File: src/rtl/sub_pkg.sv
// Shared definitions for the bit-serial subtractor: controller state encoding
// and the default operand width.
package sub_pkg;

    localparam int DEFAULT_WIDTH = 8;

    // Controller states; the 2-bit encoding is visible on waveforms and fixed.
    typedef enum logic [1:0] {
        IDLE = 2'd0,
        RUN  = 2'd1,
        DONE = 2'd2
    } state_t;

endpackage

File: src/rtl/full_subtractor.sv
// One-bit full subtractor: X - Y - Bin, producing difference D and borrow Bout.
module full_subtractor (
    input  logic X,
    input  logic Y,
    input  logic Bin,
    output logic D,
    output logic Bout
);

    // Difference bit and borrow out of this bit position.
    assign D    = X ^ Y ^ Bin;
    assign Bout = (~X & Y) | (~(X ^ Y) & Bin);

endmodule

File: src/rtl/serial_subtractor.sv
// Bit-serial subtractor: computes (A - B) mod 2^WIDTH one bit per clock,
// LSB first, with a final borrow that flags A < B (unsigned).
module serial_subtractor
    import sub_pkg::*;
#(
    parameter int WIDTH = DEFAULT_WIDTH
) (
    input  logic             clk,
    input  logic             rst,
    input  logic             start,
    input  logic [WIDTH-1:0] A,
    input  logic [WIDTH-1:0] B,
    output logic             busy,
    output logic             done,
    output logic [WIDTH-1:0] D,
    output logic             Bout
);

    localparam int               CNT_W    = $clog2(WIDTH + 1);
    localparam logic [CNT_W-1:0] LAST_BIT = CNT_W'(WIDTH - 1);
    localparam logic [CNT_W-1:0] CNT_ONE  = CNT_W'(1);

    state_t           state;
    state_t           state_next;
    logic [WIDTH-1:0] a_sh;
    logic [WIDTH-1:0] b_sh;
    logic [WIDTH-1:0] d_sh;
    logic             brw;
    logic [CNT_W-1:0] cnt;
    logic             accept;
    logic             bit_diff;
    logic             bit_brw;

    // A start is only honoured when no subtraction is in flight.
    assign accept = start && (state != RUN);

    full_subtractor u_fs (
        .X    (a_sh[0]),
        .Y    (b_sh[0]),
        .Bin  (brw),
        .D    (bit_diff),
        .Bout (bit_brw)
    );

    // State register with synchronous reset.
    always_ff @(posedge clk) begin
        // NOTE: non-blocking in clocked blocks so every flop samples pre-edge values.
        if (rst) begin
            state <= IDLE;
        end else begin
            state <= state_next;
        end
    end

    // Next-state logic: RUN lasts exactly WIDTH cycles; DONE may chain straight into RUN.
    always_comb begin
        // NOTE: default first so no path leaves state_next unassigned (no latch).
        state_next = state;
        case (state)
            IDLE:    if (start) state_next = RUN;
            RUN:     if (cnt == LAST_BIT) state_next = DONE;
            DONE:    state_next = start ? RUN : IDLE;
            default: state_next = IDLE;
        endcase
    end

    // Status outputs decoded from the state alone, so busy and done are exclusive.
    always_comb begin
        busy = 1'b0;
        done = 1'b0;
        case (state)
            RUN:     busy = 1'b1;
            DONE:    done = 1'b1;
            default: ;
        endcase
    end

    // Datapath: load on accept, then shift operands right and the result in from the MSB.
    always_ff @(posedge clk) begin
        // NOTE: every datapath flop is reset; D and Bout are outputs that must read 0 after reset.
        if (rst) begin
            a_sh <= '0;
            b_sh <= '0;
            d_sh <= '0;
            brw  <= 1'b0;
            cnt  <= '0;
        end else if (accept) begin
            a_sh <= A;
            b_sh <= B;
            d_sh <= '0;
            brw  <= 1'b0;
            cnt  <= '0;
        end else if (state == RUN) begin
            a_sh <= {1'b0, a_sh[WIDTH-1:1]};
            b_sh <= {1'b0, b_sh[WIDTH-1:1]};
            d_sh <= {bit_diff, d_sh[WIDTH-1:1]};
            brw  <= bit_brw;
            cnt  <= cnt + CNT_ONE;
        end
    end

    // The borrow flop is frozen outside RUN, so after the last bit it is the final borrow.
    assign D    = d_sh;
    assign Bout = brw;

endmodule

File: config.mk
export PLATFORM = sky130hd
export DESIGN_NAME = serial_subtractor
export DESIGN_NICKNAME = d
export VERILOG_FILES = /design/src/rtl/sub_pkg.sv /design/src/rtl/full_subtractor.sv /design/src/rtl/serial_subtractor.sv
export SDC_FILE = /design/constraint.sdc
export NUM_CORES = 1
export LEC_CHECK = 0
export CAP_MARGIN = 0
export CELL_PAD_IN_SITES_DETAIL_PLACEMENT = 0
export CELL_PAD_IN_SITES_GLOBAL_PLACEMENT = 1
export CORE_MARGIN = 2
export CORE_UTILIZATION = 36
export DETAILED_ROUTE_END_ITERATION = 16
export GPL_TIMING_DRIVEN = 0
export PLACE_DENSITY = 0.79
export SYNTH_ARGS = -nofsm -noshare
export SYNTH_HDL_FRONTEND = slang
export SYNTH_SLANG_ARGS = --single-unit
File: constraint.sdc
create_clock -name clk -period 1.5 [get_ports clk]
set_clock_uncertainty 0.1 [all_clocks]
set_input_delay 0.45 -clock clk [delete_from_list [all_inputs] [get_ports clk]]
set_output_delay 0.45 -clock clk [all_outputs]
set_load 0.05 [all_outputs]
==> results of run 1 <==
[sequential cells by signal, summed over array words and instances, names as in the netlist]
register and flops:
cnt 4, D 8, b_sh 8, a_sh 8
state 2, Bout 1
[how the worst min path moves through the flow]
| stage | from | end | slack (ns) | cells past startpoint |
|---|---|---|---|---|
| 2_1_floorplan | cnt[3]$_SDFFE_PP0N_ | cnt[3]$_SDFFE_PP0N_ | 0.35 | 2 |
| 3_3_place_gp | D[0]$_SDFFE_PP0N_ | D[0]$_SDFFE_PP0N_ | 0.35 | 2 |
| 3_5_place_dp | D[0]$_SDFFE_PP0N_ | D[0]$_SDFFE_PP0N_ | 0.36 | 2 |
| 4_1_cts | rst | a_sh[6]$_SDFFE_PP0P_ | 0.33 | 2 |
| 5_1_grt | rst | a_sh[6]$_SDFFE_PP0P_ | 0.32 | 2 |
| 6_report | rst | a_sh[6]$_SDFFE_PP0P_ | 0.33 | 2 |
[per-layer routing]
layer,wire [um],share of wire,GRT usage,up-vias
met3,198,0.069,0.0581,8
met2,1270,0.44,0.250,29
met1,1360,0.47,0.178,497
li1,-,-,-,544
met5,0,0,0,-
met4,59,0.020,0.0798,0
[cell usage in the layout (no fill, tap or decap)]
cell	netlist	layout
dfxtp_1	31	27
nor2_1	18	18
nand2_1	18	18
mux2i_1	16	16
clkdlybuf4s50_1	0	16
a211oi_1	15	15
buf_6	5	10
a21oi_1	10	10
buf_4	2	8
clkbuf_4	0	6
dfxtp_2	0	3
nor3_1	3	3
inv_1	2	2
buf_2	2	2
nand3b_1	2	2
nand2b_4	0	1
inv_8	0	1
nor2b_2	0	1
clkbuf_2	1	1
buf_1	1	1
a21o_1	1	1
nand3_1	1	1
o21ai_0	1	1
or3_1	1	1
a21oi_2	1	1
xor2_1	1	1
xnor2_1	1	1
nor2b_1	2	1
fa_1	1	1
ha_1	1	1
clkbuf_1	0	1
buf_8	0	1
dfxtp_4	0	1
[cell type report]
| class | instances | area [um^2] |
|---|---|---|
| buffer | 9 | 71.3 |
| clock buffer | 6 | 41.3 |
| fill | 351 | 1700 |
| inverter | 3 | 18.8 |
| multi-input combinational | 94 | 599 |
| sequential | 31 | 628 |
| tap | 46 | 57.6 |
| timing repair buffer | 31 | 303 |
[stage by stage]
step / cell area, um^2 / total power [W]
after global placement: 1640 / 0.00119
after global routing: 1720 / 0.00170
after floorplan: 1320 / 0.00109
after CTS: 1710 / 0.00163
after detailed placement: 1640 / 0.00119
final: 1720 / 0.00161
[repair_timing]
action / 4_1_cts / 5_1_grt
hold endpoints to repair: 0 / 0
buffers inserted: 3 / 1
hold buffers: 0 / 0
resized for setup: 75 / 9
setup endpoints to repair: 11 / 9
[critical path: stages (launching register included)]
cell and delay [ns]:
dfxtp_2 0.33, nand2b_4 0.16, inv_8 0.06, buf_8 0.13
[power breakdown]
part | total (W) | switching, W | internal, W
logic | 0.000285 | 0.000144 | 0.000141
registers | 0.000900 | 0.0000296 | 0.000871
clock network | 0.000430 | 0.000264 | 0.000166
[kinds of logic (layout without fill, tap and decap cells)]
logic type	Yosys count	count (layout)
buf+inv	14	49
simple gates	46	46
fa+ha+maj	2	2
xor+xnor	2	2
flops	31	31
compound gates	28	28
mux	16	16
==> impl_metrics.tcl, run 1 <==
set metrics [dict create \
    relSlewSlack 0.710 \
    synth_compound_area_frac 0.140 \
    synth.largest_area_cell "dfxtp_1" \
    insertion_delay_ns 0.33 \
    placed_cells 212 \
    cp.arrival_ns 1.02 \
    viasPerCell 4.90 \
    dr.pass1.iters 2 \
    holdWs_ns 0.330 \
    grt_max_degree 11 \
    detail_route.wl_per_cell_um 13.1 \
    synth-xor-area-share 0.0134 \
    drt_iter0_drc 15 \
    power_density_nw_per_um2 939 \
    ys_seq_elements 31 \
    r2r_slack_ns 0.17 \
    maxCapViolCount 0 \
    totalWireLength_um 2880 \
    async_flop_share 0 \
    cts_tree "built" \
    cts-root-buf "clkbuf_4" \
    cp-endpoint "busy" \
    gp_congestion 0.760 \
    antenna_found_initial 0 \
    grt_util_all_layers 0.155 \
    synth_top_family_by_area "simple AND/OR/NAND/NOR gates" \
    die_y_um 64.4 \
    grt_setup_unrepaired "true" \
    fp.dieArea_um2 4140 \
    cts_sinks 31 \
    r2r-end "D[7]$_SDFFE_PP0N_" \
    power_leakage_nw 0.691 \
    maxSlewViolCount 0 \
    crit_fanout 3 \
    fmax_ghz 0.635 \
    finalSetupViolCount 2 \
    synth.top_cell.area_share 0.473 \
    status "finished with violations" \
    tns_ns -0.115 \
    cts_made_buffers 5 \
    clock_path_buffers 2 \
    synth.area.top_cells "dfxtp_1 47%, mux2i_1 12%, a211oi_1 8.6%" \
    synth_area_per_cell_um2 9.43 \
    portBuffers 27 \
    ir_drop_mv 0.388 \
    fin_crit_ns 1.57 \
    die_w_um 64.4 \
    grt-ovfl-total 0 \
    pre_cts_ws_ns -0.766 \
    synth_area_um2 1310 \
    synth.distinct_cells 26 \
    ioPinCount 30 \
    synth-adder-area-share 0.0248 \
    min_period_over_period 1.05 \
    grt_pass1_wl_um 4850 \
    hpwl_um 1950 \
    start_util 0.384 \
    startpoint "state[1]$_SDFFE_PP0P_" \
    synth_edf_count 0 \
    cts_max_level 2 \
    cp-start-kind "flip-flop" \
    hp-class "input pin to flip-flop" \
    yosysMostFrequentCell "dfxtp_1" \
    worstMarginPinSlew_ns 0.435 \
    finalWorstSetupSlack_ns -0.0747 \
    syn_inst 139 \
    diodes 0 \
    ys_top_cells_by_count "31 x dfxtp_1, 18 x nand2_1, 18 x nor2_1, 16 x mux2i_1, 15 x a211oi_1" \
    fp.coreArea_um2 3420 \
    vias 1078 \
    utilization 0.503 \
    r2r-start "state[1]$_SDFFE_PP0P_" \
    ys_seq_area_frac 0.473 \
    syn-num-nets 160 \
    ant_nets 0 \
    cp.required_ns 0.95 \
    cp-end-kind "output port" \
    yosys.area_share.simple 0.149 \
    synth-main-ff-cell "dfxtp_1" \
    final_cells 220 \
    fp-row-count 21 \
    syn_to_final_growth_pct 31.1 \
    synth_mux_area_frac 0.122 \
    violations "setup timing" \
    path_clk_slew_ns 0.09 \
    final_layout_size_suffix_gt1_frac 0.207 \
    yosysWarningCount 0 \
    grt_pass1_vias 1099 \
    r2r_cells 5 \
    hold_violations 0 \
    drc 0 \
    crit_type "flip-flop to output port" \
    layout.nets 196 \
]
(Power assumes the default switching activity.)
==> run 2: changes to the inputs <==
--- a/config.mk
+++ b/config.mk
@@ -8,6 +8,7 @@
 export CAP_MARGIN = 0
 export CELL_PAD_IN_SITES_DETAIL_PLACEMENT = 0
 export CELL_PAD_IN_SITES_GLOBAL_PLACEMENT = 1
+export CORE_ASPECT_RATIO = 1.2
 export CORE_MARGIN = 2
 export CORE_UTILIZATION = 36
 export DETAILED_ROUTE_END_ITERATION = 16
==> run 2 against run 1 <==
Compared with the run above: critical endpoint unchanged; count of clock-buffer cells in the layout stayed put; via count is 1.9% lower; die area hardly changed; first-iteration DRC count is 6.7% higher; highest routed layer unchanged; routed wire length is 3.0% lower; non-clock buffer count stayed put; clock power is 50% higher; largest power group unchanged; global-route usage is 0.54 points lower; register-to-register slack better by 0.02 ns; utilization is 2.2 points lower; the flow still finishes with violations (setup timing); design area stayed put.
==> impl_metrics.tcl, run 2 (same netlist as run 1, synthesis figures left out) <==
set metrics [dict create \
    cts_sinks 31 \
    violations "setup timing" \
    fmax_ghz 0.664 \
    pre_cts_ws_ns -0.761 \
    nFillCells 365 \
    cts_tree "built" \
    layout.nets 196 \
    clkPwrFrac 0.354 \
    cp.required_ns 0.95 \
    p_int_w 0.00137 \
    cts_made_buffers 5 \
    p_switching_w 0.000459 \
    maxCapViolCount 0 \
    worstMarginPinSlew_ns 0.450 \
    vias 1057 \
    gp_congestion 0.744 \
    cts_max_level 2 \
    die_w_um 59.1 \
    place_area_um2 1630 \
    power_w 0.00183 \
    diodes 0 \
    final_layout_size_suffix_gt1_frac 0.211 \
    stdcell_area_um2 1720 \
    cp-end-kind "output port" \
    die_y_um 70.1 \
    hp-class "flip-flop to flip-flop" \
    multi_input_area_um2 599 \
    ir_drop_mv 0.599 \
    drc 0 \
    dr.pass1.iters 4 \
    seqPwrFrac 0.493 \
    fp.coreArea_um2 3570 \
    path_cells "nand2b_4 > inv_8 > buf_8" \
    fin_crit_ns 1.51 \
    hold_violations 0 \
    grt_pass1_vias 1086 \
    fp-row-count 24 \
    finalWorstSetupSlack_ns -0.00500 \
    antenna_found_initial 0 \
    totalWireLength_um 2800 \
    p_sw_frac 0.251 \
    portBuffers 27 \
    drt_iter0_drc 16 \
    power_density_nw_per_um2 1060 \
    min_period_over_period 1.00 \
    cp.arrival_ns 0.96 \
    critPathMaxStageDelay_ns 0.32 \
    ioPinCount 30 \
    final_cell_mix "28 x dfxtp_1, 18 x nor2_1, 18 x nand2_1" \
    cp_slowest_cell "dfxtp_2" \
    clock_path_buffers 2 \
    seq_area_um2 624 \
    crit_fanout 3 \
    layout_commonest_cell "dfxtp_1" \
    syn_to_final_growth_pct 31.1 \
    detail_route.wl_per_cell_um 13.1 \
    maxSlewViolCount 0 \
    grt_util_all_layers 0.149 \
    grt_pass1_wl_um 4710 \
    combPwrFrac 0.153 \
    start_util 0.367 \
    power_leakage_nw 0.709 \
    utilization 0.481 \
    relSlewSlack 0.700 \
    finalSetupViolCount 1 \
    status "finished with violations" \
    path_clk_slew_ns 0.06 \
    fp.dieArea_um2 4140 \
    cts-root-buf "clkbuf_8" \
    insertion_delay_ns 0.28 \
    cp-start-kind "flip-flop" \
    ant_nets 0 \
    tns_ns -0.00500 \
    grt-ovfl-total 0 \
    viasPerCell 4.94 \
    hpwl_um 1980 \
    grt_setup_unrepaired "true" \
    crit_type "flip-flop to output port" \
    grt_max_degree 11 \
]
## run 2: cell types whose count changed in the layout (fill, tap and decap cells not counted)
| cell | change |
|---|---|
| buf_2 | +6 |
| buf_4 | -3 |
| buf_6 | -5 |
| clkbuf_1 | -1 |
| clkbuf_4 | -3 |
| clkbuf_8 | +6 |
| clkinv_2 | +1 |
| dfxtp_1 | +1 |
| dfxtp_4 | -1 |
## run 2: repair_timing
item | 4_1_cts | 5_1_grt
gates cloned | 0 | 0
endpoints found under the setup margin | 11 | 5
hold buffers | 0 | 0
gates resized for setup | 66 | 4
buffers inserted | 3 | 1
## run 2: area by class of cell
| type | count | area share |
|---|---|---|
| Tap cell | 39 | 0.0284 |
| Multi-Input combinational cell | 94 | 0.349 |
| Clock buffer | 6 | 0.0480 |
| Timing Repair Buffer | 31 | 0.156 |
| Buffer | 9 | 0.0415 |
| Clock inverter | 1 | 0.00291 |
| Sequential cell | 31 | 0.363 |
| Inverter | 3 | 0.0109 |
## run 2: power groups by stage
| stage | Combinational [W] | Sequential, W | Clock (W) |
|---|---|---|---|
| 2_1_floorplan | 0.000172 | 0.000922 | 0 |
| 3_3_place_gp | 0.000270 | 0.000916 | 0 |
| 3_5_place_dp | 0.000273 | 0.000918 | 0 |
| 4_1_cts | 0.000293 | 0.000901 | 0.000672 |
| 5_1_grt | 0.000309 | 0.000907 | 0.000716 |
| 6_report | 0.000280 | 0.000901 | 0.000647 |
## run 2: path summary, 6_finish.rpt
path | from | to | slack (ns) | cells past startpoint
max | state[1]$_SDFFE_PP0P_ | busy | -0.005 | 3
max reg2reg | state[1]$_SDFFE_PP0P_ | D[7]$_SDFFE_PP0N_ | 0.19 | 5
min reg2reg | D[0]$_SDFFE_PP0N_ | D[0]$_SDFFE_PP0N_ | 0.36 | 2
min | D[0]$_SDFFE_PP0N_ | D[0]$_SDFFE_PP0N_ | 0.36 | 2
## run 2: per-layer routing
| metal | up-vias | track usage | wire, um |
|---|---|---|---|
| met1 | 478 | 0.188 | 1280 |
| met3 | 3 | 0.0611 | 202 |
| li1 | 546 | - | - |
| met4 | 0 | 0.0530 | 38 |
| met2 | 30 | 0.227 | 1270 |
| met5 | - | 0 | 0 |
## run 2: per-stage QoR
| step | cells | hold slack [ns] |
|---|---|---|
| detailed placement | 205 | 0.358 |
| finish | 214 | 0.365 |
| CTS | 215 | 0.369 |
| global route | 214 | 0.393 |
| floorplan | 139 | 0.351 |
| global placement | 205 | 0.354 |
## run 2: critical path: cells and delay by family, from the launching register on
family	cells	cell delay [ns]
flops	1	0.32
buf+inv	2	0.19
simple gates	1	0.17
==> run 3: changes to the inputs <==
--- a/config.mk
+++ b/config.mk
@@ -14,6 +14,7 @@
 export DETAILED_ROUTE_END_ITERATION = 16
 export GPL_TIMING_DRIVEN = 0
 export PLACE_DENSITY = 0.79
+export SLEW_MARGIN = 20
 export SYNTH_ARGS = -nofsm -noshare
 export SYNTH_HDL_FRONTEND = slang
 export SYNTH_SLANG_ARGS = --single-unit
==> results of run 3 <==
Same layout as run 2: the final DEF is identical, and so are final timing and power.
